<file path="src/rtl/mlaccel_mspi.sv">
// ---------------------------------------------------------------------------
// mlaccel_mspi -- oversampled SPI slave front end for the accelerator command
// path. Every SPI pin is synchronised into the system clock domain. The block
// supports 1/2/4 data lanes and all four CPOL/CPHA modes, and feeds MISO from
// a small transmit FIFO with underrun reporting.
//
// Optional feature macro: MLACCEL_MSPI_CRC_EN adds an 8-bit CRC output
// (CRC-8, poly 0x07, init 0x00, MSB first) over the bytes of the frame.
//
// Ports:
//   clock, resetn          system clock (>= 4x spi_clk), async active-low reset
//   spi_csb, spi_clk       chip select (active low) and SPI clock
//   spi_di[LANES]          MOSI lanes, lane LANES-1 is the MSB
//   spi_do[LANES], spi_oe  MISO lanes and their output enable (= active)
//   active                 synchronised frame-active flag
//   din_valid/start/data   received byte stream (one-cycle pulse, no backpressure)
//   dout_valid/ready/data  transmit byte stream into the FIFO
//   dout_underrun          one-cycle pulse when FILL was loaded
//   crc                    running frame CRC (only with MLACCEL_MSPI_CRC_EN)
// ---------------------------------------------------------------------------
module mlaccel_mspi #(
    parameter int          LANES       = 1,
    parameter int          CPOL        = 0,
    parameter int          CPHA        = 0,
    parameter int          SYNC_STAGES = 2,
    parameter int          DOUT_DEPTH  = 4,
    parameter logic [7:0]  FILL        = 8'hFF
) (
    input  logic             clock,
    input  logic             resetn,
    input  logic             spi_csb,
    input  logic             spi_clk,
    input  logic [LANES-1:0] spi_di,
    output logic [LANES-1:0] spi_do,
    output logic             spi_oe,
    output logic             active,
    output logic             din_valid,
    output logic             din_start,
    output logic [7:0]       din_data,
    input  logic             dout_valid,
    output logic             dout_ready,
    input  logic [7:0]       dout_data,
`ifdef MLACCEL_MSPI_CRC_EN
    output logic [7:0]       crc,
`endif
    output logic             dout_underrun
);

    localparam logic CLK_IDLE   = (CPOL != 0);
    localparam int   AW         = $clog2(DOUT_DEPTH);
    localparam int   CW         = AW + 1;
    localparam logic [2:0] LAST_CNT = 3'(8 - LANES);

    typedef enum logic {ST_IDLE, ST_FRAME} state_t;

    // ---------------- synchronisers ----------------
    logic [SYNC_STAGES-1:0] csb_sync, clk_sync;
    logic [LANES-1:0]       di_sync [SYNC_STAGES];

    // NOTE: sequential state uses non-blocking assignments so every flop
    // samples the pre-edge value of its neighbours.
    always_ff @(posedge clock or negedge resetn) begin
        if (!resetn) begin
            csb_sync <= '1;
            clk_sync <= {SYNC_STAGES{CLK_IDLE}};
            for (int i = 0; i < SYNC_STAGES; i++) di_sync[i] <= '0;
        end else begin
            csb_sync <= {csb_sync[SYNC_STAGES-2:0], spi_csb};
            clk_sync <= {clk_sync[SYNC_STAGES-2:0], spi_clk};
            di_sync[0] <= spi_di;
            for (int i = 1; i < SYNC_STAGES; i++) di_sync[i] <= di_sync[i-1];
        end
    end

    logic             csb_s, clk_s, clk_d;
    logic [LANES-1:0] di_s;
    assign csb_s = csb_sync[SYNC_STAGES-1];
    assign clk_s = clk_sync[SYNC_STAGES-1];
    assign di_s  = di_sync[SYNC_STAGES-1];

    assign active = !csb_s;
    assign spi_oe = active;

    // ---------------- frame FSM ----------------
    state_t state, state_nxt;
    logic   frame_start, frame_end;

    always_ff @(posedge clock or negedge resetn) begin
        if (!resetn) state <= ST_IDLE;
        else         state <= state_nxt;
    end

    // NOTE: every always_comb output gets a default first so no path can
    // leave it unassigned and infer a latch.
    always_comb begin
        state_nxt   = state;
        frame_start = 1'b0;
        frame_end   = 1'b0;
        case (state)
            ST_IDLE:  if (!csb_s) begin state_nxt = ST_FRAME; frame_start = 1'b1; end
            ST_FRAME: if (csb_s)  begin state_nxt = ST_IDLE;  frame_end   = 1'b1; end
            default:  state_nxt = ST_IDLE;
        endcase
    end

    // ---------------- edge detection ----------------
    // The delayed copy is forced to the idle level at frame start, so clock
    // activity while deselected never produces an edge inside the frame.
    always_ff @(posedge clock or negedge resetn) begin
        if (!resetn)          clk_d <= CLK_IDLE;
        else if (frame_start) clk_d <= CLK_IDLE;
        else                  clk_d <= clk_s;
    end

    logic in_frame, lead_edge, trail_edge, sample_edge, shift_edge;
    assign in_frame    = (state == ST_FRAME) && !csb_s;
    assign lead_edge   = in_frame && (clk_d == CLK_IDLE) && (clk_s != CLK_IDLE);
    assign trail_edge  = in_frame && (clk_d != CLK_IDLE) && (clk_s == CLK_IDLE);
    assign sample_edge = (CPHA != 0) ? trail_edge : lead_edge;
    assign shift_edge  = (CPHA != 0) ? lead_edge  : trail_edge;

    // ---------------- transmit FIFO ----------------
    logic [7:0]    mem [DOUT_DEPTH];
    logic [AW-1:0] wr_ptr, rd_ptr;
    logic [CW-1:0] count;
    logic          ready_en, fifo_full, fifo_empty, push, pop;
    logic [2:0]    bit_cnt;
    logic          byte_done, load;

    assign fifo_full  = (count == CW'(DOUT_DEPTH));
    assign fifo_empty = (count == '0);
    // ready_en keeps dout_ready low while in reset and one cycle after.
    assign dout_ready = ready_en && !fifo_full;
    assign push       = dout_valid && dout_ready;
    assign byte_done  = sample_edge && (bit_cnt == LAST_CNT);
    assign load       = frame_start || byte_done;
    assign pop        = load && !fifo_empty;

    // NOTE: the storage array has no reset; validity is tracked by count.
    always_ff @(posedge clock) begin
        if (push) mem[wr_ptr] <= dout_data;
    end

    always_ff @(posedge clock or negedge resetn) begin
        if (!resetn) begin
            wr_ptr <= '0;
            rd_ptr <= '0;
            count  <= '0;
        end else if (frame_end) begin
            wr_ptr <= '0;
            rd_ptr <= '0;
            count  <= '0;
        end else begin
            if (push) wr_ptr <= wr_ptr + 1'b1;
            if (pop)  rd_ptr <= rd_ptr + 1'b1;
            count <= count + CW'(push) - CW'(pop);
        end
    end

`ifdef MLACCEL_MSPI_CRC_EN
    function automatic logic [7:0] crc8_byte(input logic [7:0] c, input logic [7:0] d);
        logic [7:0] r;
        r = c ^ d;
        for (int i = 0; i < 8; i++) r = r[7] ? ((r << 1) ^ 8'h07) : (r << 1);
        return r;
    endfunction
`endif

    // ---------------- shift registers ----------------
    logic [7:0] rx, tx, rx_next;
    logic       first;
    assign rx_next = {rx[7-LANES:0], di_s};
    assign spi_do  = active ? tx[7 -: LANES] : '0;

    always_ff @(posedge clock or negedge resetn) begin
        if (!resetn) begin
            rx            <= '0;
            tx            <= '0;
            bit_cnt       <= '0;
            first         <= 1'b0;
            ready_en      <= 1'b0;
            din_valid     <= 1'b0;
            din_start     <= 1'b0;
            din_data      <= '0;
            dout_underrun <= 1'b0;
`ifdef MLACCEL_MSPI_CRC_EN
            crc           <= '0;
`endif
        end else begin
            ready_en      <= 1'b1;
            din_valid     <= 1'b0;
            dout_underrun <= 1'b0;
            if (frame_start) begin
                first   <= 1'b1;
                bit_cnt <= '0;
                rx      <= '0;
`ifdef MLACCEL_MSPI_CRC_EN
                crc     <= '0;
`endif
            end else if (frame_end) begin
                bit_cnt <= '0;
                rx      <= '0;
                tx      <= '0;
            end else if (sample_edge) begin
                rx      <= rx_next;
                bit_cnt <= bit_cnt + 3'(LANES);
                if (byte_done) begin
                    din_valid <= 1'b1;
                    din_data  <= rx_next;
                    din_start <= first;
                    first     <= 1'b0;
`ifdef MLACCEL_MSPI_CRC_EN
                    crc       <= crc8_byte(crc, rx_next);
`endif
                end
            end else if (shift_edge && bit_cnt != '0) begin
                // A shift edge at bit 0 directly follows a load; skipping it
                // keeps the freshly loaded MSB on the wire for the master.
                tx <= tx << LANES;
            end
            if (load) begin
                tx            <= fifo_empty ? FILL : mem[rd_ptr];
                dout_underrun <= fifo_empty;
            end
        end
    end

endmodule

</file>
<file path="config.mk">
export PLATFORM = sky130hd
export DESIGN_NAME = mlaccel_mspi
export DESIGN_NICKNAME = d
export VERILOG_FILES = /design/src/rtl/mlaccel_mspi.sv
export SDC_FILE = /design/constraint.sdc
export NUM_CORES = 1
export LEC_CHECK = 0
export ABC_AREA = 1
export CAP_MARGIN = 10
export CORE_MARGIN = 3
export CORE_UTILIZATION = 62
export DETAILED_ROUTE_END_ITERATION = 6
export GPL_TIMING_DRIVEN = 0
export PLACE_DENSITY = 0.93
export SYNTH_ARGS = -nofsm -noshare
export SYNTH_HDL_FRONTEND = slang
export SYNTH_SLANG_ARGS = --single-unit
</file>
<file path="constraint.sdc">
create_clock -name clock -period 4.5 [get_ports clock]
set_input_delay 0.9 -clock clock [delete_from_list [all_inputs] [get_ports clock]]
set_output_delay 0.9 -clock clock [all_outputs]
set_load 0.02 [all_outputs]
</file>
# [Yosys cells after proc, flatten, opt, wreduce, memory -nomap -nowiden]
# Memories as Yosys holds them, arrays and structs flattened.
# Cells that the tools add are included.
[word_totals] output_inout_bits=15 memories=1 reg_bits=46 word_cells=92 mem_bits_rw=32
[memory_table] name="mem" words=4 width=8 rd=1 rd_clocked_by_memory_dff=0 wr=1 line="123" text="logic [7:0] mem [DOUT_DEPTH];"
[classes] reduce_logical=25 bitwise_logic=4 eq_ne=5 mux=34 add_sub_neg=5
[op_table] operator="two-way mux 8 bit" count=6
[op_table] operator="two-way mux 7 bit" count=3
[op_table] operator="two-way mux 1 bit" count=17
[op_table] operator="two-way mux 3 bit" count=4
[op_table] operator="logical AND 1 bit" count=10
[op_table] operator="nonzero test 3 bit" count=3
[op_table] operator="two-way mux 2 bit" count=4
[op_table] operator="nonzero test 2 bit" count=4
[op_table] operator="equality test 3 bit, second input constant" count=2
[op_table] operator="AND reduction 3 bit" count=2
[op_table] operator="adder 2 x 1 -> 2 bit, second input constant" count=2
[op_table] operator="NOT 1 bit" count=4
[op_table] operator="AND reduction 4 bit" count=1
[op_table] operator="adder 3 x 1 -> 3 bit" count=1
[op_table] operator="adder 3 x 1 -> 3 bit, second input constant" count=1
[op_table] operator="logical NOT 1 bit" count=3
[op_table] operator="logical NOT 3 bit" count=1
[op_table] operator="inequality test 3 x 2 -> 1 bit, second input constant" count=1
[op_table] operator="subtractor 3 x 1 -> 3 bit" count=1
[op_table] operator="inequality test 2 x 1 -> 1 bit, second input constant" count=1
[op_table] operator="inequality test 2 bit, second input constant" count=1
[op_table] operator="logical OR 1 bit" count=1

# [Logic depth before layout (Yosys ltp)]
[logic_depth] depth_word=10 depth_mapped=15

# [Worst setup path before layout]
# No wires, ideal clock.
[synth_path] path_type="flip-flop to flip-flop" from="register csb_sync[1]" to="register count[2]" setup_ps=86 path_stages_with_launch=16 n_path_buf=0 setup_slack_ps=1930 t_required_ps=4414 t_arrival_ps=2484 period_less_slack_ps=2570 cell_sequence="dfstp_2 inv_1 ha_1 nand2_1 nor2_2 nand2_4 nand2_8 nand2_2 inv_2 ha_1 inv_1 ha_1 inv_1 fa_1 and3_1 nor3_1"
[synth_between] elab_chain_len=9 word_cells_on_any_way=13 classes_between="add/sub (1); mux (5); reduce/logical (7)"
[synth_lines] element="start, declared" line="57" text="logic [SYNC_STAGES-1:0] csb_sync, clk_sync;"
[synth_lines] element="start signal, assigned" line="68" text="csb_sync <= {csb_sync[SYNC_STAGES-2:0], spi_csb};"
[synth_lines] element="logical NOT 1 bit"
[synth_lines] element="named net active" line="36" text="output logic active,"
[synth_lines] element="logical AND 1 bit" line="116" text="assign in_frame = (state == ST_FRAME) && !csb_s;"
[synth_lines] element="logical AND 1 bit (2 in series)" line="117" text="assign lead_edge = in_frame && (clk_d == CLK_IDLE) && (clk_s != CLK_IDLE);"
[synth_lines] element="logical AND 1 bit" line="135" text="assign byte_done = sample_edge && (bit_cnt == LAST_CNT);"
[synth_lines] element="logical OR 1 bit" line="136" text="assign load = frame_start || byte_done;"
[synth_lines] element="logical AND 1 bit" line="137" text="assign pop = load && !fifo_empty;"
[synth_lines] element="subtractor 3 x 1 -> 3 bit" line="156" text="count <= count + CW'(push) - CW'(pop);"
[synth_lines] element="two-way mux 3 bit" line="149" text="end else if (frame_end) begin"
[synth_lines] element="end signal, assigned" line="156"
[synth_lines] element="end, declared" line="125" text="logic [CW-1:0] count;"
# The timed path passes the listed nets, and every way through them passes these cells.
# A chain may end at the register's enable or synchronous reset.

# [Final worst setup path]
[layout_path] from="register csb_sync[1]" to="register count[2]"
[layout_between] elab_chain_len=9 word_cells_on_any_way=13 classes_between="add/sub (1); mux (5); reduce/logical (7)"
[layout_lines] element="logical NOT 1 bit" line="116"
[layout_lines] element="logical AND 1 bit" line="116"
[layout_lines] element="logical AND 1 bit (2 in series)" line="117"
[layout_lines] element="logical AND 1 bit" line="135"
[layout_lines] element="logical OR 1 bit" line="136"
[layout_lines] element="logical AND 1 bit" line="137"
[layout_lines] element="subtractor 3 x 1 -> 3 bit" line="156"
[layout_lines] element="two-way mux 3 bit (*)" line="149"
# Mark *: on every way between the ends. The rest lies on a longest branch, timed or not.

==> flow_metrics.tcl <==
set metrics [dict create \
    cts_resized 0 \
    worst_pin_slew_ns 0.862 \
    cts.sinks 78 \
    worstSkewPairLatency_ns 0.35 \
    htreeDepth 3 \
    status "complete, no violations" \
    antenna_found_initial 0 \
    critPathCaptureType "flop" \
    maxSlewViolCount 0 \
    numPortBuffers 28 \
    relSlewSlack_pct 42.3 \
    drv_cap 0 \
    synthTopCellsByArea "dfrtp_1, edfxtp_1, nand2_1, inv_1, nor2_1" \
    drive_above_1_share_pct 10.5 \
    drtAntennaViolNets 0 \
    first_iter_violations 336 \
    synthDistinctLibCells 33 \
    numCtsBuffers 9 \
    setup_viol 0 \
    grt_pass1_vias 2582 \
    synth_most_common_cell "nand2_1" \
    synth_top_area_cell "dfrtp_1" \
    hold_violations 0 \
    clockBufferDepth 2 \
    cts_tree "done" \
    pin_count 29 \
    synth_enable_flop_cells 32 \
    drc 0 \
    synth_warnings 0 \
    dieWidth_um 80.8 \
    avgSynthCellArea_um2 10.0 \
    core_mm2 0.00527 \
    min-delay-path-class "flop to flop" \
    wl_per_cell_um 16.0 \
    n_antenna_cell 0 \
    placed_cell_area_mm2 0.00385 \
    cts_hold_buf 0 \
    grt_max_degree 42 \
    drt_wl_total_um 7360 \
    cts_setup_buffers 0 \
    overflow 0 \
    clockRootBuffer "clkbuf_8" \
    via_count 2575 \
    ys_seq_area_share_pct 60.9 \
    design_area_mm2 0.00406 \
    path_max_fanout 10 \
    fmax_mhz 354 \
    period_needed_ns 2.82 \
    gr-usage-all-layers_pct 25.2 \
    fin_setup_tns_ns 0 \
    syn-num-nets 373 \
    power_density_mw_per_mm2 477 \
    dieArea_mm2 0.00653 \
    fin_skew_ns 0.00801 \
    ys_ff_latch 78 \
    dpl.hpwl_um 4520 \
    fin_total_pwr_mw 1.94 \
    leakagePower_nw 1.97 \
    startpoint_type "flop" \
    synthTopCellsByCount "nand2_1, inv_1, dfrtp_1" \
    place.gp.congestion 0.789 \
    async_flop_share_pct 59.0 \
    criticalPathCategory "flop to flop" \
    fin_nets 413 \
    min_period_over_period_pct 62.8 \
    syn_to_final_growth_pct 17.1 \
    netlist.area_leader.share_pct 31.7 \
    rsz0062_at_grt "no" \
    synthCells 346 \
    synth_area_mm2 0.00347 \
    dr.pass1.iters 6 \
    die_h_um 80.8 \
    grt_pass1_wl_um 12100 \
    crit_required_ns 4.77 \
    ir_drop_v 0.000298 \
    synth_top_flop_cell "dfrtp_1" \
    routed_via_density 5.59 \
    arrival_ns 3.09 \
    row_count 26 \
    clkSlewWorstSetupHoldPaths_ns 0.07 \
    floorplan.initialDensity_pct 65.8 \
]
## layer usage
metal	global-route usage [%]	routed length, um
met5	0	0
met4	13.7	279
met3	5.54	511
met2	42.9	3800
met1	29.7	2770
## path summary, 6_finish.rpt
path,start,to,slack [ns],cells after the start
min in group asynchronous,resetn,din_data[7],0.37,1
worst max-delay path,csb_sync[1],count[2],1.68,15
worst max register to register,csb_sync[1],count[2],1.68,15
worst min register to register,di_sync[1],di_s,0.35,0
max in group asynchronous,resetn,csb_sync[0],3.62,2
worst min-delay path,di_sync[1],di_s,0.35,0
## logic make-up after synthesis
kind of cell,count (synthesis),synth area share (%)
buf+inv,75,8.91
fa+ha+maj,13,4.90
simple gates,147,20.0
flops,78,60.9
xor+xnor,1,0.252
compound gates,31,4.87
other cells,1,0.108
## final cells by class
type	instances	area, um^2
inverter	67	251
sequential	78	2110
buffer	8	57.6
fill	310	1210
timing repair buffer	29	295
clock inverter	3	40.0
multi-input combinational	193	1050
clock buffer	13	170
tap	70	87.6
## per-stage QoR
| stage | worst slack [ns] | std cells | hold WS (ns) | utilization [%] |
|---|---|---|---|---|
| after floorplan | 1.93 | 346 | 0.331 | - |
| after global placement | 1.32 | 444 | 0.334 | 72.8 |
| after detailed placement | 1.49 | 445 | 0.341 | 73.1 |
| after CTS | 1.67 | 461 | 0.358 | 77.1 |
| after global routing | 1.52 | 461 | 0.362 | 77.1 |
| final | 1.68 | 461 | 0.354 | 77.1 |
## power by group
group	switching, mW	internal, mW
sequential	0.0569	0.840
combinational	0.322	0.172
clock	0.242	0.304
total	0.620	1.32
## placed cells by master, fill, tap and decap left out, types with 2 or more instances in the layout
cell             synthesis  layout
ha_1                    12      12
nand2_1                 64      64
nor2_1                  41      41
o21ai_0                 12      12
clkinv_2                 0       2
nor2_2                   2       2
dfrtp_1                 44      44
o22ai_1                  6       6
edfxtp_1                32      32
inv_2                    4       4
inv_1                   63      63
buf_2                    4       5
clkbuf_1                 1       3
dfstp_2                  2       2
nand2_4                  3       3
nand3_1                 27      27
nor2_8                   2       2
a21oi_1                 11      11
clkbuf_8                 0      10
clkdlybuf4s50_1          0      27
## registers in the layout (all words and copies together) (netlist names)
register       count
din_data           8
dout_underrun      1
rd_ptr             2
count              3
bit_cnt            3
clk_d              1
di_sync            1
rx                 7
csb_sync           2
di_s               1
state              1
din_start          1
tx                 8
clk_sync           2
ready_en           1
wr_ptr             2
mem               32
first              1
din_valid          1
## worst max-delay path: stages (launching register included)
cell and delay, ns:
dfstp_2 0.55, inv_1 0.09, ha_1 0.24, nand2_1 0.11, nor2_2 0.06, nand2_4 0.16
nand2_8 0.11, nand2_2 0.11, inv_2 0.06, ha_1 0.31, inv_1 0.06, ha_1 0.15
inv_1 0.05, fa_1 0.37, and3_1 0.18, nor3_1 0.13
Power figures use the tool's default switching activity.
